`config.mk`:
```
export PLATFORM = sky130hd
export DESIGN_NAME = display_value_reg
export DESIGN_NICKNAME = d
export VERILOG_FILES = /design/src/rtl/display_pkg.sv /design/src/rtl/bcd_dabble_step.sv /design/src/rtl/display_value_reg.sv
export SDC_FILE = /design/constraint.sdc
export NUM_CORES = 1
export LEC_CHECK = 0
export BUFFER_PORTS_ARGS = -buffer_cell sky130_fd_sc_hd__buf_4
export CORE_AREA = 2 2 98 100
export DETAILED_ROUTE_END_ITERATION = 7
export DIE_AREA = 0 0 100 102
export GPL_ROUTABILITY_DRIVEN = 0
export GPL_TIMING_DRIVEN = 0
export MAX_ROUTING_LAYER = met4
export PLACE_DENSITY_LB_ADDON = 0.25
export SLEW_MARGIN = 20
export SYNTH_ARGS = -nofsm -noshare
export SYNTH_HDL_FRONTEND = slang
export SYNTH_HIERARCHICAL = 1
export SYNTH_SLANG_ARGS = --single-unit
```
`constraint.sdc`:
```
create_clock -name clk -period 2.45 [get_ports clk]
set_input_delay 0 -clock clk [delete_from_list [all_inputs] [get_ports clk]]
set_output_delay 0 -clock clk [all_outputs]
set_load 0.01 [all_outputs]
```
`src/rtl/display_pkg.sv`:
```
// Shared constants, FSM state type and helper functions for the display value register.
// Used by display_value_reg and bcd_dabble_step.
package display_pkg;

   localparam logic [31:0] DATA_OFS      = 32'h0000_0000;
   localparam logic [31:0] CTRL_OFS      = 32'h0000_0004;
   localparam logic [19:0] DEC_MAX       = 20'd999999;
   localparam int unsigned CONV_BITS_DEF = 20;
   localparam int unsigned BCD_W         = 24;
   localparam int unsigned CNT_W         = 5;

   typedef enum logic [0:0] {
      IDLE    = 1'b0,
      CONVERT = 1'b1
   } conv_state_t;

   // Largest value six decimal digits can show; anything larger is clamped to it.
   function automatic logic [31:0] saturate_dec(input logic [31:0] value);
      logic [31:0] sat;
      if (value > {12'h000, DEC_MAX}) begin
         sat = {12'h000, DEC_MAX};
      end else begin
         sat = value;
      end
      return sat;
   endfunction

   function automatic logic [3:0] add3_if_ge5(input logic [3:0] digit);
      logic [3:0] res;
      if (digit >= 4'd5) begin
         res = digit + 4'd3;
      end else begin
         res = digit;
      end
      return res;
   endfunction

endpackage

```
`src/rtl/bcd_dabble_step.sv`:
```
// One double-dabble iteration: add 3 to every BCD digit >= 5,
// then shift {bcd, bin} left by one bit.
module bcd_dabble_step
   import display_pkg::*;
#(
   parameter int unsigned BIN_W = CONV_BITS_DEF
) (
   input  logic [BCD_W-1:0] bcd_in,
   input  logic [BIN_W-1:0] bin_in,
   output logic [BCD_W-1:0] bcd_out,
   output logic [BIN_W-1:0] bin_out
);

   logic [BCD_W-1:0] adj_s;
   logic             unused_msb_s;

   // Per-digit correction ahead of the shift.
   always_comb begin
      adj_s = {BCD_W{1'b0}};
      for (int i = 0; i < int'(BCD_W / 4); i++) begin
         adj_s[4*i +: 4] = add3_if_ge5(bcd_in[4*i +: 4]);
      end
   end

   // The top digit never exceeds 4 for in-range operands, so its MSB shifts out as zero.
   assign unused_msb_s = adj_s[BCD_W-1];
   assign bcd_out      = {adj_s[BCD_W-2:0], bin_in[BIN_W-1]};
   assign bin_out      = {bin_in[BIN_W-2:0], 1'b0};

endmodule

```
`src/rtl/display_value_reg.sv`:
```
// Memory-mapped display value register with hex and sequential binary-to-BCD decimal modes.
// Optional readback mux enabled by defining DISPLAY_READBACK_EN.
module display_value_reg
   import display_pkg::*;
#(
   parameter logic [31:0] BASE_ADDR = 32'h0000_0400,
   parameter int unsigned CONV_BITS = CONV_BITS_DEF
) (
   input  logic              clk,
   input  logic              rst_n,
   input  logic              we,
   input  logic [31:0]       addr,
   input  logic [31:0]       wdata,
   output logic              busy,
   output logic              mode_dec,
   output logic [BCD_W-1:0]  data_to_display,
   output logic [31:0]       rdata
);

   localparam logic [CNT_W-1:0] CNT_LAST = CNT_W'(CONV_BITS - 1);

   conv_state_t            state_r;
   conv_state_t            state_nxt_s;
   logic                   busy_r;
   logic                   mode_dec_r;
   logic [BCD_W-1:0]       disp_r;
   logic [BCD_W-1:0]       bcd_r;
   logic [CONV_BITS-1:0]   bin_r;
   logic [CNT_W-1:0]       cnt_r;

   logic                   data_wr_s;
   logic                   ctrl_wr_s;
   logic                   load_s;
   logic                   done_s;
   logic [CONV_BITS-1:0]   operand_s;
   logic [BCD_W-1:0]       step_bcd_s;
   logic [CONV_BITS-1:0]   step_bin_s;

   assign data_wr_s = we && (addr == (BASE_ADDR + DATA_OFS));
   assign ctrl_wr_s = we && (addr == (BASE_ADDR + CTRL_OFS));
   assign operand_s = CONV_BITS'(saturate_dec(wdata));

   bcd_dabble_step #(
      .BIN_W   (CONV_BITS)
   ) u_step (
      .bcd_in  (bcd_r),
      .bin_in  (bin_r),
      .bcd_out (step_bcd_s),
      .bin_out (step_bin_s)
   );

   // Next-state decode; a DATA write always takes priority over finishing a conversion.
   always_comb begin
      state_nxt_s = state_r;
      load_s      = 1'b0;
      done_s      = 1'b0;
      case (state_r)
         IDLE: begin
            if (data_wr_s && mode_dec_r) begin
               state_nxt_s = CONVERT;
               load_s      = 1'b1;
            end else begin
               state_nxt_s = IDLE;
            end
         end
         CONVERT: begin
            if (data_wr_s) begin
               if (mode_dec_r) begin
                  state_nxt_s = CONVERT;
                  load_s      = 1'b1;
               end else begin
                  state_nxt_s = IDLE;
               end
            end else if (cnt_r == CNT_LAST) begin
               state_nxt_s = IDLE;
               done_s      = 1'b1;
            end else begin
               state_nxt_s = CONVERT;
            end
         end
         default: begin
            state_nxt_s = IDLE;
         end
      endcase
   end

   // FSM state and busy flag.
   always_ff @(posedge clk or negedge rst_n) begin
      if (!rst_n) begin
         state_r <= IDLE;
         busy_r  <= 1'b0;
      end else begin
         state_r <= state_nxt_s;
         busy_r  <= (state_nxt_s == CONVERT);
      end
   end

   // Mode bit; changing it never disturbs a running conversion.
   always_ff @(posedge clk or negedge rst_n) begin
      if (!rst_n) begin
         mode_dec_r <= 1'b0;
      end else if (ctrl_wr_s) begin
         mode_dec_r <= wdata[0];
      end else begin
         mode_dec_r <= mode_dec_r;
      end
   end

   // Converter datapath: load a fresh operand or advance one iteration.
   always_ff @(posedge clk or negedge rst_n) begin
      if (!rst_n) begin
         bin_r <= {CONV_BITS{1'b0}};
         bcd_r <= {BCD_W{1'b0}};
         cnt_r <= {CNT_W{1'b0}};
      end else if (load_s) begin
         bin_r <= operand_s;
         bcd_r <= {BCD_W{1'b0}};
         cnt_r <= {CNT_W{1'b0}};
      end else if (state_r == CONVERT) begin
         bin_r <= step_bin_s;
         bcd_r <= step_bcd_s;
         cnt_r <= cnt_r + 5'd1;
      end else begin
         bin_r <= bin_r;
         bcd_r <= bcd_r;
         cnt_r <= cnt_r;
      end
   end

   // Visible value: only whole hex words or finished BCD results are ever loaded.
   always_ff @(posedge clk or negedge rst_n) begin
      if (!rst_n) begin
         disp_r <= {BCD_W{1'b0}};
      end else if (data_wr_s && !mode_dec_r) begin
         disp_r <= wdata[BCD_W-1:0];
      end else if (done_s) begin
         disp_r <= step_bcd_s;
      end else begin
         disp_r <= disp_r;
      end
   end

   assign busy            = busy_r;
   assign mode_dec        = mode_dec_r;
   assign data_to_display = disp_r;

`ifdef DISPLAY_READBACK_EN
   // Combinational readback of the two registers.
   always_comb begin
      rdata = 32'h0000_0000;
      if (addr == (BASE_ADDR + DATA_OFS)) begin
         rdata = {8'h00, disp_r};
      end else if (addr == (BASE_ADDR + CTRL_OFS)) begin
         rdata = {30'h0000_0000, busy_r, mode_dec_r};
      end else begin
         rdata = 32'h0000_0000;
      end
   end
`else
   assign rdata = 32'h0000_0000;
`endif

endmodule

```
After elaboration in Yosys (flattened, before gate mapping):

Cells that the tools add are included.

* output and inout port bits: 58
* register bits: 75

* add/subtract/negate cells: 7
* mux-type cells: 25
* reductions and logical operators: 7
* $lt $le $gt $ge: 7
* equality and inequality tests: 3
* bitwise gates (word level): 1

Operators by type and width (number)
* 2-to-1 mux 24 bit: 4
* equality test 32 x 11 -> 1 bit, second input constant: 2
* 2-to-1 mux 20 bit: 3
* > comparator 32 x 20 -> 1 bit, second input constant: 1
* greater-or-equal comparator 4 x 3 -> 1 bit, second input constant: 6
* adder 4 x 2 -> 4 bit, second input constant: 5
* 2-to-1 mux 4 bit: 5
* 2-to-1 mux 5 bit: 2
* 2-to-1 mux 1 bit: 8
* adder 5 x 1 -> 5 bit, second input constant: 1
* equality test 5 bit, second input constant: 1
* logical AND 1 bit: 4
* case mux 1 bit (2 select lines): 2
* nonzero test 2 bit: 2
* adder 3 x 2 -> 3 bit, second input constant: 1
* 2-to-1 mux 3 bit: 1
* logical NOT 1 bit: 1
* NOT 1 bit: 1

Logic depth before layout (Yosys ltp):

* word-level depth: 6
* depth in mapped cells: 7
* gate-level depth less buffers: 7

Cells and area by module:

Netlist, hierarchy kept.

By module, submodules not included
* display_value_reg: cells each 365, seq. area each 1876.8 um^2, area each 3848.7 um^2, instances 1
* bcd_dabble_step: cells each 114, seq. area each 0.0 um^2, area each 749.5 um^2, instances 1

Worst setup path before layout:

OpenSTA, ideal clock, no wires.

* path type: reg-to-reg
* from: reg mode_dec_r (netlist: mode_dec)
* to: reg disp_r[10] (netlist: data_to_display[10])
* setup time: 0.137 ns
* data arrival time: 1.487 ns
* data required time: 2.313 ns
* setup slack: 0.826 ns
* stages on the path, launching flop included: 7
* buffers on the path: 2
* cells stage by stage: dfrtp_1 > nor2_1 > or4b_1 > buf_6 > buf_6 > mux2i_1 > a21oi_1

* cells in the longest elaborated chain, start to end: 3
* elaborated cells on any way between the ends: 4

Ends and longest elaborated chain
* start: declaration: line display_value_reg.sv:25 `logic mode_dec_r;`
* start signal: assignment: line display_value_reg.sv:103 `mode_dec_r <= wdata[0];`
* start signal: assignment: line display_value_reg.sv:105 `mode_dec_r <= mode_dec_r;`
* logical NOT 1 bit *: line display_value_reg.sv:134 `end else if (data_wr_s && !mode_dec_r) begin`
* logical AND 1 bit *: line display_value_reg.sv:134
* 2-to-1 mux 24 bit or nonzero test 2 bit (tied branches)
* end signal: assignment: line display_value_reg.sv:133 `disp_r <= {BCD_W{1'b0}};`
* end signal: assignment: line display_value_reg.sv:135 `disp_r <= wdata[BCD_W-1:0];`
* end signal: assignment: line display_value_reg.sv:137 `disp_r <= step_bcd_s;`
* end: declaration: line display_value_reg.sv:26 `logic [BCD_W-1:0] disp_r;`

Every way passes the cells marked *; elsewhere a longest branch is shown, timed or not.
A chain may end at the register's enable or synchronous reset.

Worst setup path after layout:

* from: reg cnt_r[0]
* to: reg disp_r[0] (netlist: data_to_display[0])

* cells in the longest elaborated chain, start to end: 5

Ends and longest elaborated chain
* start: declaration: line display_value_reg.sv:29 `logic [CNT_W-1:0] cnt_r;`
* start signal: assignment: line display_value_reg.sv:114 `cnt_r <= {CNT_W{1'b0}};`
* start signal: assignment: line display_value_reg.sv:118 `cnt_r <= {CNT_W{1'b0}};`
* start signal: assignment: line display_value_reg.sv:122 `cnt_r <= cnt_r + 5'd1;`
* equality test 5 bit: line display_value_reg.sv:74 `end else if (cnt_r == CNT_LAST) begin`
* 2-to-1 mux 1 bit: line display_value_reg.sv:74
* 2-to-1 mux 1 bit: line display_value_reg.sv:67 `if (data_wr_s) begin`
* 2-to-1 mux 1 bit: line display_value_reg.sv:57 `case (state_r)`
* nonzero test 2 bit (no line)

No other way between the ends.

==> flow_metrics.tcl <==
set metrics [dict create \
    status "completed" \
    crit_path_start "cnt_r[0]" \
    cts.reportedPaths.clkPinSlew_ns 0.08 \
    area_growth_pct 30.5 \
    synth_cell_types 42 \
    finalHoldViolCount 0 \
    async_reset_ff_share_pct 100 \
    die_w_um 100 \
    reg2reg_to "data_to_display[0]" \
    h-tree-depth 3 \
    maxSlewHeadroom_pct 34.9 \
    clock_path_buffers 2 \
    antenna_found_initial 0 \
    first_global_vias 3705 \
    critPathLaunchType "register" \
    die-area_mm2 0.0102 \
    max_cap_violations 0 \
    ff2ff_setup_slack_ns 0.39 \
    syn_area_per_cell_um2 9.60 \
    grt_usage_pct 22.5 \
    drt-total-wl_um 10900 \
    num_antenna_cells 0 \
    finalClockSkew_ns 0.00843 \
    holdPathStages 3 \
    drt.antenna.violating_nets 0 \
    power.density_mw_per_mm2 431 \
    tightestPinTransition_ns 0.977 \
    ys_seq_elements 75 \
    drc 0 \
    overflow 0 \
    clock-sinks 75 \
    rr_worst_depth 6 \
    p_leak_uw 0.00297 \
    core_area_mm2 0.00911 \
    drive_gt1_share_pct 28.7 \
    drt_iter0_drc 153 \
    vias_per_cell 5.10 \
    grt_pass1_wl_um 17500 \
    period_minus_slack_ns 2.06 \
    first_pass_iters 4 \
    synth_top_cell_by_area "dfrtp_1" \
    ir_drop_mv 0.248 \
    dp_hpwl_um 7760 \
    seq_area_frac_synth_pct 40.8 \
    clkLatencyLatePin_ns 0.35 \
    yosys_most_used_dff "dfrtp_1" \
    finalSetupViolations 0 \
    numCtsBuffers 9 \
    worstSetupPathType "register to register" \
    cts_tree "yes" \
    critical_path.cell_chain "ha_1 -> and4_1 -> o41ai_2 -> buf_2 -> buf_1 -> a21oi_1" \
    rows 35 \
    finalMaxSlewViolations 0 \
    hold_ws_ns 0.00978 \
    syn-instance-count 479 \
    synth_edf_count 0 \
    clock-root-buffer "clkbuf_8" \
    dieHeight_um 102 \
    post_dp_cell_area_mm2 0.00554 \
    cpMaxStageDelayCell "buf_1" \
    hold-path-endpoint "mode_dec" \
    vias 3839 \
    final_net_count 718 \
    yosysTopAreaCellShare_pct 40.8 \
    final_area_mm2 0.00600 \
    grt_max_degree 76 \
    final.period_utilization_pct 84.1 \
    r2r-start "cnt_r[0]" \
    clock.fmax_mhz 485 \
    critPathMaxFanout 10 \
    power_uw 2590 \
    netlist_area_mm2 0.00460 \
    io_pins 125 \
    cp.arrival_ns 2.27 \
    min_from "addr[2]" \
    ys_warn_count 6 \
    required_ns 2.66 \
    synth_area_leaders "dfrtp_1 41%, mux2i_1 15%, buf_4 8.7%" \
    start_util_pct 50.5 \
    rsz0062_at_grt "false" \
    cp_slowest_stage_delay_ns 0.49 \
    hold_class "input port to register" \
    drt-wirelength-per-cell_um 14.5 \
    tns_ns 0 \
    critPathCaptureType "register" \
    io_buffers 92 \
]
==> cell type report <==
cell class / count / area, µm²
tap: 111 / 139
clock inverter: 5 / 78.8
fill: 747 / 3110
timing repair buffer: 117 / 941
clock buffer: 10 / 128
inverter: 16 / 60.1
sequential: 75 / 1880
multi-input combinational: 344 / 2270
buffer: 75 / 509
==> cells in the final DEF (no fill, tap or decap), types with 3 or more instances in the layout <==
master / n
a21oi_1: 27
a21oi_2: 6
a31oi_1: 5
buf_2: 5
buf_4: 145
buf_6: 3
clkbuf_1: 13
clkbuf_8: 9
conb_1: 33
dfrtp_1: 75
dlygate4sd3_1: 25
ha_1: 13
inv_1: 16
mux2i_1: 70
nand2_1: 36
nand2b_1: 12
nand4b_1: 7
nor2_1: 59
nor3_1: 5
nor4_1: 5
nor4_2: 6
o21ai_0: 12
o21ai_1: 7
o22ai_1: 4
o31a_1: 7
xnor2_1: 7
xor2_1: 3
==> worst max path at each step <==
stage                                to  slack (ns)  cells past startpoint
global route                   bin_r[0]        0.27                      7
finish               data_to_display[0]        0.39                      6
detailed placement   data_to_display[8]        0.29                      7
floorplan           data_to_display[10]        0.83                      6
global placement     data_to_display[8]        0.38                      7
CTS                  data_to_display[1]        0.44                      6
==> cell families (layout without fill, tap and decap cells) <==
| kind of cell | after synthesis | after routing | share of synthesized area [%] |
|---|---|---|---|
| buffers and inverters | 91 | 223 | 12.4 |
| DFF | 75 | 75 | 40.8 |
| adders and majority gates | 13 | 13 | 3.54 |
| other | 2 | 33 | 0.163 |
| xor gates and xnor gates | 10 | 10 | 1.90 |
| muxes | 71 | 71 | 15.5 |
| AOI/OAI and AO/OA | 72 | 72 | 9.58 |
| and+or+nand+nor | 145 | 145 | 16.1 |
==> state kept, by name, indices dropped and copies added (netlist names) <==
signal           count
bcd_r               24
data_to_display     24
bin_r               20
cnt_r                5
busy                 1
mode_dec             1
==> per-layer routing <==
layer | global-route usage, % | up-vias | routed length (µm)
met5 | - | - | 0
met4 | 8.43 | 0 | 144
met3 | 3.01 | 10 | 576
met2 | 38.9 | 118 | 5380
met1 | 26.9 | 1831 | 4790
li1 | - | 1880 | -
==> cells in the mapped netlist (all sizes together) (5+ instances only) <==
| master | count |
|---|---|
| a31oi | 5 |
| nand2b | 12 |
| o21ai | 19 |
| xnor2 | 7 |
| nor2 | 59 |
| nand2 | 36 |
| dfrtp | 75 |
| nor3 | 5 |
| nor4 | 11 |
| o31a | 7 |
| inv | 16 |
| clkbuf | 12 |
| buf | 63 |
| a21oi | 33 |
| nand4b | 7 |
| ha | 13 |
| mux2i | 70 |
==> what timing repair did <==
action                    CTS  global route
setup buffers               0             0
hold buffers               25             0
resized for setup           0             0
hold endpoints to repair  119             0
==> critical path: cells and delay by family, from the launching register on <==
kind	cells	cell delay, ns
adder cells (fa/ha/maj)	1	0.25
buffers and inverters	2	0.83
AO/OA/AOI/OAI	2	0.22
flip-flops	1	0.41
AND/OR/NAND/NOR	1	0.19
==> through the flow <==
step                      utilization (%)  instances  setup slack, ns
after floorplan                         -        510            0.826
after global placement               60.9        713            0.380
after CTS                            65.9        753            0.439
after detailed placement             60.9        713            0.288
final                                65.9        753            0.390
after global routing                 65.9        753            0.266
==> where the power goes <==
part | switching [µW] | internal, µW
sequential | 10.5 | 1260
clock | 460 | 567
combinational | 120 | 175
total | 590 | 2000
Note: power is estimated with default switching activity, not from simulation.
